## config.mk

```make
export PLATFORM = sky130hd
export DESIGN_NAME = muldiv_exec_unit
export DESIGN_NICKNAME = d
export VERILOG_FILES = /design/src/rtl/muldiv_exec_unit.sv
export SDC_FILE = /design/constraint.sdc
export NUM_CORES = 1
export LEC_CHECK = 0
export BUFFER_PORTS_ARGS = -buffer_cell sky130_fd_sc_hd__buf_2
export CORE_ASPECT_RATIO = 1.4
export CORE_MARGIN = 1.5
export CORE_UTILIZATION = 37
export CTS_CLUSTER_DIAMETER = 80
export DETAILED_ROUTE_END_ITERATION = 16
export GPL_ROUTABILITY_DRIVEN = 0
export GPL_TIMING_DRIVEN = 0
export SYNTH_ARGS = -nofsm -noshare
export SYNTH_HDL_FRONTEND = slang
export SYNTH_SLANG_ARGS = --single-unit
```

## constraint.sdc

```tcl
create_clock -name clk -period 4.88 [get_ports clk]
set_clock_uncertainty 0.15 [all_clocks]
set_input_delay 0.732 -clock clk [delete_from_list [all_inputs] [get_ports clk]]
set_output_delay 0.732 -clock clk [all_outputs]
set_load 0.05 [all_outputs]
```

## src/rtl/muldiv_exec_unit.sv

```systemverilog
// Iterative multiply/divide execute unit: radix-2 shift-add multiply and restoring
// shift-subtract divide, 32 iterations plus one sign-fixup cycle, results held in HI/LO.
module muldiv_exec_unit #(
    parameter int WIDTH = 32,
    parameter int CNT_W = 6
) (
    input  logic             clk,
    input  logic             rst_n,
    input  logic             start,
    input  logic [1:0]       op,
    input  logic [WIDTH-1:0] operand_a,
    input  logic [WIDTH-1:0] operand_b,
    input  logic             flush,
    output logic             busy,
    output logic             done,
    output logic [WIDTH-1:0] hi,
    output logic [WIDTH-1:0] lo,
    output logic             div_by_zero
);

    localparam logic [1:0] S_IDLE  = 2'd0;
    localparam logic [1:0] S_CALC  = 2'd1;
    localparam logic [1:0] S_FIXUP = 2'd2;
    localparam logic [1:0] S_DONE  = 2'd3;

    logic [1:0]       r_state;
    logic [CNT_W-1:0] r_cnt;
    logic             r_is_div;
    logic             r_neg_res;
    logic             r_neg_rem;
    logic             r_dbz;
    logic [WIDTH-1:0] r_a_raw;
    logic [WIDTH-1:0] r_b_mag;
    logic [WIDTH-1:0] r_acc;
    logic [WIDTH-1:0] r_q;
    logic [WIDTH-1:0] r_hi;
    logic [WIDTH-1:0] r_lo;
    logic             r_dbz_out;

    logic             w_signed;
    logic             w_a_neg;
    logic             w_b_neg;
    logic [WIDTH-1:0] w_a_mag;
    logic [WIDTH-1:0] w_b_mag;
    logic [WIDTH:0]   w_add;
    logic [WIDTH:0]   w_shift;
    logic [WIDTH:0]   w_diff;
    logic             w_ge;
    logic [2*WIDTH-1:0] w_prod;

    assign w_signed = ~op[0];
    assign w_a_neg  = w_signed & operand_a[WIDTH-1];
    assign w_b_neg  = w_signed & operand_b[WIDTH-1];
    assign w_a_mag  = w_a_neg ? (~operand_a + WIDTH'(1)) : operand_a;
    assign w_b_mag  = w_b_neg ? (~operand_b + WIDTH'(1)) : operand_b;

    // Multiply: {acc,q} shifts right, adding the multiplier magnitude into acc when q[0] is set.
    assign w_add   = {1'b0, r_acc} + (r_q[0] ? {1'b0, r_b_mag} : {(WIDTH+1){1'b0}});
    // Divide: remainder in acc, dividend bits shift out of q's MSB while quotient bits shift in.
    assign w_shift = {r_acc, r_q[WIDTH-1]};
    assign w_diff  = w_shift - {1'b0, r_b_mag};
    assign w_ge    = ~w_diff[WIDTH];
    assign w_prod  = {r_acc, r_q};

    assign busy        = (r_state == S_CALC) || (r_state == S_FIXUP);
    assign done        = (r_state == S_DONE);
    assign hi          = r_hi;
    assign lo          = r_lo;
    assign div_by_zero = r_dbz_out;

    always_ff @(posedge clk or negedge rst_n) begin
        if (!rst_n) begin
            r_state   <= S_IDLE;
            r_cnt     <= '0;
            r_is_div  <= 1'b0;
            r_neg_res <= 1'b0;
            r_neg_rem <= 1'b0;
            r_dbz     <= 1'b0;
            r_a_raw   <= '0;
            r_b_mag   <= '0;
            r_acc     <= '0;
            r_q       <= '0;
            r_hi      <= '0;
            r_lo      <= '0;
            r_dbz_out <= 1'b0;
        end else begin
            case (r_state)
                S_IDLE: begin
                    if (start && !flush) begin
                        r_is_div  <= op[1];
                        r_neg_res <= w_a_neg ^ w_b_neg;
                        r_neg_rem <= w_a_neg;
                        r_dbz     <= op[1] && (operand_b == '0);
                        r_a_raw   <= operand_a;
                        r_b_mag   <= w_b_mag;
                        r_acc     <= '0;
                        r_q       <= w_a_mag;
                        r_cnt     <= '0;
                        r_state   <= S_CALC;
                    end
                end
                S_CALC: begin
                    if (flush) begin
                        r_state <= S_IDLE;
                    end else begin
                        if (!r_is_div) begin
                            r_acc <= w_add[WIDTH:1];
                            r_q   <= {w_add[0], r_q[WIDTH-1:1]};
                        end else begin
                            r_acc <= w_ge ? w_diff[WIDTH-1:0] : w_shift[WIDTH-1:0];
                            r_q   <= {r_q[WIDTH-2:0], w_ge};
                        end
                        r_cnt <= r_cnt + CNT_W'(1);
                        if (r_cnt == CNT_W'(WIDTH-1)) begin
                            r_state <= S_FIXUP;
                        end
                    end
                end
                S_FIXUP: begin
                    if (flush) begin
                        r_state <= S_IDLE;
                    end else begin
                        if (!r_is_div) begin
                            {r_hi, r_lo} <= r_neg_res ? -w_prod : w_prod;
                            r_dbz_out    <= 1'b0;
                        end else if (r_dbz) begin
                            r_lo      <= '1;
                            r_hi      <= r_a_raw;
                            r_dbz_out <= 1'b1;
                        end else begin
                            r_lo      <= r_neg_res ? -r_q : r_q;
                            r_hi      <= r_neg_rem ? -r_acc : r_acc;
                            r_dbz_out <= 1'b0;
                        end
                        r_state <= S_DONE;
                    end
                end
                default: begin
                    r_state <= S_IDLE;
                end
            endcase
        end
    end

endmodule
```

Word-level counts from Yosys, hierarchy flattened

Cells that the tools add are included.

Logic and storage cells: 76
Output and inout bits: 67
Memory bits (writable): 0
Register bits after elaboration: 205
Bits in latches: 0
Memories kept: 0
Memory bits (read-only): 0
Bits of input ports: 70

Eq/ne operators: 7
Shifts and indexed selects: 0
Bitwise operators: 8
Order comparisons: 0
Divide/modulo/power cells: 0
Reduce and logical (&&, ||, !) cells: 11
Add/subtract/negate cells: 8
Mux-type cells: 29
Multiply operators: 0

Operator list:

| kind                  | count |
|---|---|
| $mux 32               | 16 |
| $pmux 32 s2           | 2 |
| $add 32x1->32 const B | 2 |
| $mux 64               | 1 |
| $neg 32->32           | 2 |
| $neg 64->64           | 1 |
| $not 32->32           | 2 |
| $add 32x32->33        | 1 |
| $sub 33x32->33        | 1 |
| $logic_not 32->1      | 1 |
| $mux 6                | 2 |
| $pmux 6 s2            | 1 |
| $mux 2                | 4 |
| $add 6x1->6 const B   | 1 |
| $eq 6x5->1 const B    | 1 |
| $pmux 2 s3            | 1 |
| $reduce_and 2->1      | 3 |
| $eq 2x2->1 const B    | 2 |
| $ne 2x2->1 const B    | 2 |
| $ne 3x2->1 const B    | 1 |
| $not 1->1             | 3 |
| $reduce_and 3->1      | 1 |
| $and 1x1->1           | 2 |
| $eq 2x1->1 const B    | 1 |
| 7 further kinds       | 9 |

Longest topological paths before layout

Word-level depth: 5
Mapped depth: 15
Gate-level depth less buffers: 14

Worst setup path before layout

No wires, ideal clock.

Path kind: reg2reg
Start: reg r_q[0]
End: reg r_acc[29]
Path slack: 1.366 ns
Stages on the path, launching flop included: 15
Clock period less this slack: 3.514 ns
Required time: 4.648 ns
Arrival: 3.282 ns
Library setup time: 0.082 ns
Path buffers: 1
Cell sequence: dfrtp_1 > inv_1 > clkbuf_1 > nor2_1 > ha_1 > a21o_1 > a211o_1 > a41o_1 > o22a_1 > a211o_1 > and2_1 > o41ai_2 > nor3_1 > o41a_1 > a31oi_1

Word-level cells in the longest chain between the ends: 5

RTL lines:

| what                   | line | RTL |
|---|---|---|
| start, declared        | 35   | `logic [WIDTH-1:0] r_q;` |
| start signal, assigned | 97   | `r_q <= w_a_mag;` |
| start signal, assigned | 108  | `r_q <= {w_add[0], r_q[WIDTH-1:1]};` |
| start signal, assigned | 111  | `r_q <= {r_q[WIDTH-2:0], w_ge};` |
| $mux 32                | 58   | `assign w_add = {1'b0, r_acc} + (r_q[0] ? {1'b0, r_b_mag} : {(WIDTH+1){1'b0}});` |
| $add 32x32->33         | 58   |  |
| $mux 32                | 106  | `if (!r_is_div) begin` |
| $mux 32                | 103  | `if (flush) begin` |
| $pmux 32 s2            | 87   | `case (r_state)` |
| end signal, assigned   | 107  | `r_acc <= w_add[WIDTH:1];` |
| end signal, assigned   | 110  | `r_acc <= w_ge ? w_diff[WIDTH-1:0] : w_shift[WIDTH-1:0];` |
| end, declared          | 34   | `logic [WIDTH-1:0] r_acc;` |

No other way between the ends. The select of a mux whose other input is x is not followed.
A chain may end at the register's enable or synchronous reset.

Final worst setup path

Start: reg r_q[31]
End: reg r_acc[17]

Word-level cells in the longest chain between the ends: 5

RTL lines:

| what           | line | RTL |
|---|---|---|
| $sub 33x32->33 | 61   | `assign w_diff = w_shift - {1'b0, r_b_mag};` |
| $mux 32        | 110  |  |
| $mux 32        | 106  |  |
| $mux 32        | 103  |  |
| $pmux 32 s2    | 87   |  |

No other way between the ends. The select of a mux whose other input is x is not followed.

==> impl_results.md <==
- Status: complete, no violations
- Drt wl/cell: 19.9 um
- Cell variety after synth: 81
- Hold Worst Slack: 75.6 ps
- Leading area contributor after synthesis: dfrtp_1
- H-tree Lvls: 1
- First-pass DRT Iterations: 5
- MaxCap Viol Count: 0
- CTS tree: built
- Clk_lat worst skew: 540 ps
- Die Area: 44900 um2
- Fill cells: 4374
- Final setup violation count: 0
- IO buf count: 136
- Synth warn: 0
- Total gr overflow: 0
- #FFs+latches synth: 205
- Die X: 180 um
- Post-Syn Instances: 1970
- CTS buffer count: 24
- Vias in the first global route: 15.1k
- Top-area cell type share of the netlist area: 31.8%
- Drt total wl: 53.9 mm
- Synth async-reset ratio: 100%
- Post-synthesis sequential area ratio: 31.8%
- Synthesized cell area: 16100 um2
- Worst EP arrival: 4960 ps
- Die Height: 250 um
- HPWL after detailed placement: 42.0 mm
- Peak VDD IR: 0.307 mV
- Setup slack, reg-to-reg: 230 ps
- R2R depth: 14
- Max Fanout on Critical Path: 10
- Req. time, crit path: 5180 ps
- Vias per cell: 5.55
- Reg-to-reg startpoint: r_q[31]
- Highest clock rate: 0.215 GHz
- Layout cells sized above 1: 12.3%
- First-pass GRT wire length: 83.7 mm
- Vias: 15.0k
- DRC: 0
- PostCTS Resize Cnt: 0
- Net count, final: 2278
- Final min period: 4650 ps
- Synth Flop Type: dfrtp_1
- # rows: 90
- Slew HR: 16.3%
- Cell Pwr Density: 782 nW/um2
- Final period util: 95.4%
- Crit Path Category: flop to flop
- Hold buffers post-CTS: 0
- RSZ-0062 raised after global routing: no
- Post-CTS Setup Bufs: 0
- Initial core utilization: 37.4%
- Final Hold Fails: 0
- Mean area per synthesized cell: 8.19 um2
- GRT Overall Usage: 23.5%
- Leakage power: 8.05 nW
- Number of synthesized flops with an enable pin: 0
- Largest net degree at the start of global routing: 106
- Worst hold-check path type: primary input to async pin
- CTS max path bufs: 3
- DR iter-0 viols: 1020
- Final Max Slew Viols: 0
- Final Power: 14.4 mW
- Syn Nets: 2115
- CP Launch Type: flop
- ANT nets after route: 0
- R2R Path End: r_acc[17]
- Least-Margin Pin Slew: 1250 ps
- CTS Root Buffer Type: clkbuf_16
- Synth-to-layout area growth: 13.9%
- Core area: 43100 um2
- Clock sinks: 205
- Reg clk slew, reported paths: 60 ps
- Initial antenna violation count: 1
- End-of-flow core utilization: 42.6%
- Top-Level Pins: 137
- Setup crit end kind: flop
- Largest cells by area after synthesis: dfrtp_1 32%, o21ai_0 7.4%, xnor2_1 6.7%
Yosys cell counts (4+ instances only):
cell type,number
nor2b_1,10
nand4_1,10
or3_1,13
nand2_1,245
nand3_1,22
o21a_1,11
nor3_1,19
nor2_1,158
a22oi_1,15
dfrtp_1,205
mux2i_1,72
clkbuf_1,111
buf_1,9
o211ai_1,17
nand2b_1,17
xor2_1,85
o21ai_1,20
or3_4,5
or2_2,8
and2_1,8
a211oi_1,11
a21oi_1,146
xnor2_1,123
a2111oi_0,4
o31ai_1,21
nor4_1,14
a221o_1,6
o21ai_0,238
o41ai_1,13
and3_1,8
inv_1,65
ha_1,73
or4_1,10
a21boi_0,5
a21o_1,37
or2_1,4
mux2_2,38
buf_2,9
a31o_2,5
a31oi_1,10
or4_4,4
power breakdown:
part | internal, mW | leakage [nW] | switching [mW]
registers | 2.51 | 2.53 | 0.727
clock network | 1.19 | 0.403 | 0.736
logic | 3.28 | 5.11 | 5.93
total | 6.98 | 8.05 | 7.40
area by class of cell:
cell class,count,area (um2),area share [%]
inverter,65,244,1.33
sequential,205,5130,27.9
tap,552,691,3.76
antenna,1,2.50,0.0136
clock inverter,6,130,0.708
buffer,135,548,2.98
multi-input combinational,1565,10200,55.6
timing repair buffer,137,718,3.91
clock buffer,36,697,3.79
sequential cells by signal (all words and copies together) (netlist names):
register	count
r_cnt	6
r_state	2
div_by_zero	1
r_q	32
r_neg_rem	1
r_b_mag	32
hi	32
r_dbz	1
r_is_div	1
r_neg_res	1
r_acc	32
lo	32
r_a_raw	32
worst max-delay path, stage by stage (launching register included):
cell	delay, ps
dfrtp_1	460
inv_1	190
ha_1	270
fa_1	400
nand2b_1	210
a21oi_1	310
nor3b_1	100
o21ai_1	370
o2111ai_1	370
a41oi_1	350
xor2_1	190
buf_2	340
buf_2	320
nand3_1	220
o221ai_1	290
how the worst max path moves through the flow:
stage | startpoint | end | slack [ps]
2_1_floorplan | r_q[0] | r_acc[29] | 1370
3_3_place_gp | rst_n | r_b_mag[26] | -670
3_5_place_dp | r_q[31] | r_acc[17] | 320
4_1_cts | r_q[31] | r_acc[17] | 280
5_1_grt | r_q[31] | r_acc[17] | 50
6_report | r_q[31] | r_acc[17] | 230
through the flow:
stage / std cells / worst slack, ps / cell area [um2] / TNS, ps
2_1_floorplan: 1970 / 1370 / 16100 / 0
3_3_place_gp: 2658 / -670 / 17500 / -131100
3_5_place_dp: 2659 / 323 / 17600 / 0
4_1_cts: 2701 / 280 / 18400 / 0
5_1_grt: 2702 / 47.0 / 18400 / 0
6_report: 2702 / 227 / 18400 / 0
metal layers:
layer	global-route usage [%]	up-vias	part of all wire (%)	wire, um
li1	-	7264	-	-
met1	27.1	7074	40	21300
met2	42.2	497	50	27000
met3	2.81	151	4.9	2630
met4	12.9	0	5.4	2910
met5	0	-	0	0
placed cells by master, fill, tap and decap left out, types with 9 or more instances in the layout:
cell type	count
a211oi_1	11
a21o_1	37
a21oi_1	146
a22oi_1	15
a31oi_1	10
buf_1	9
buf_2	144
clkbuf_1	119
clkbuf_16	25
dfrtp_1	205
ha_1	73
inv_1	65
mux2_2	38
mux2i_1	72
nand2_1	245
nand2b_1	17
nand3_1	22
nand4_1	10
nor2_1	158
nor2b_1	10
nor3_1	19
nor4_1	14
o211ai_1	17
o21a_1	11
o21ai_0	238
o21ai_1	20
o31ai_1	21
o41ai_1	13
or3_1	13
or4_1	10
xnor2_1	123
xor2_1	85
logic make-up (layout without fill, tap and decap cells):
kind of cell               after synthesis  after routing  synth area share, %
muxes                                  110            110                 7.12
adders and majority gates               75             75                 5.91
and+or+nand+nor                        577            577                 16.8
buffers and inverters                  200            379                 4.91
DFF                                    205            205                 31.8
other                                    0              1                    0
AOI/OAI and AO/OA                      595            595                 22.2
xor gates and xnor gates               208            208                 11.3
Note: power is estimated with default switching activity, not from simulation.
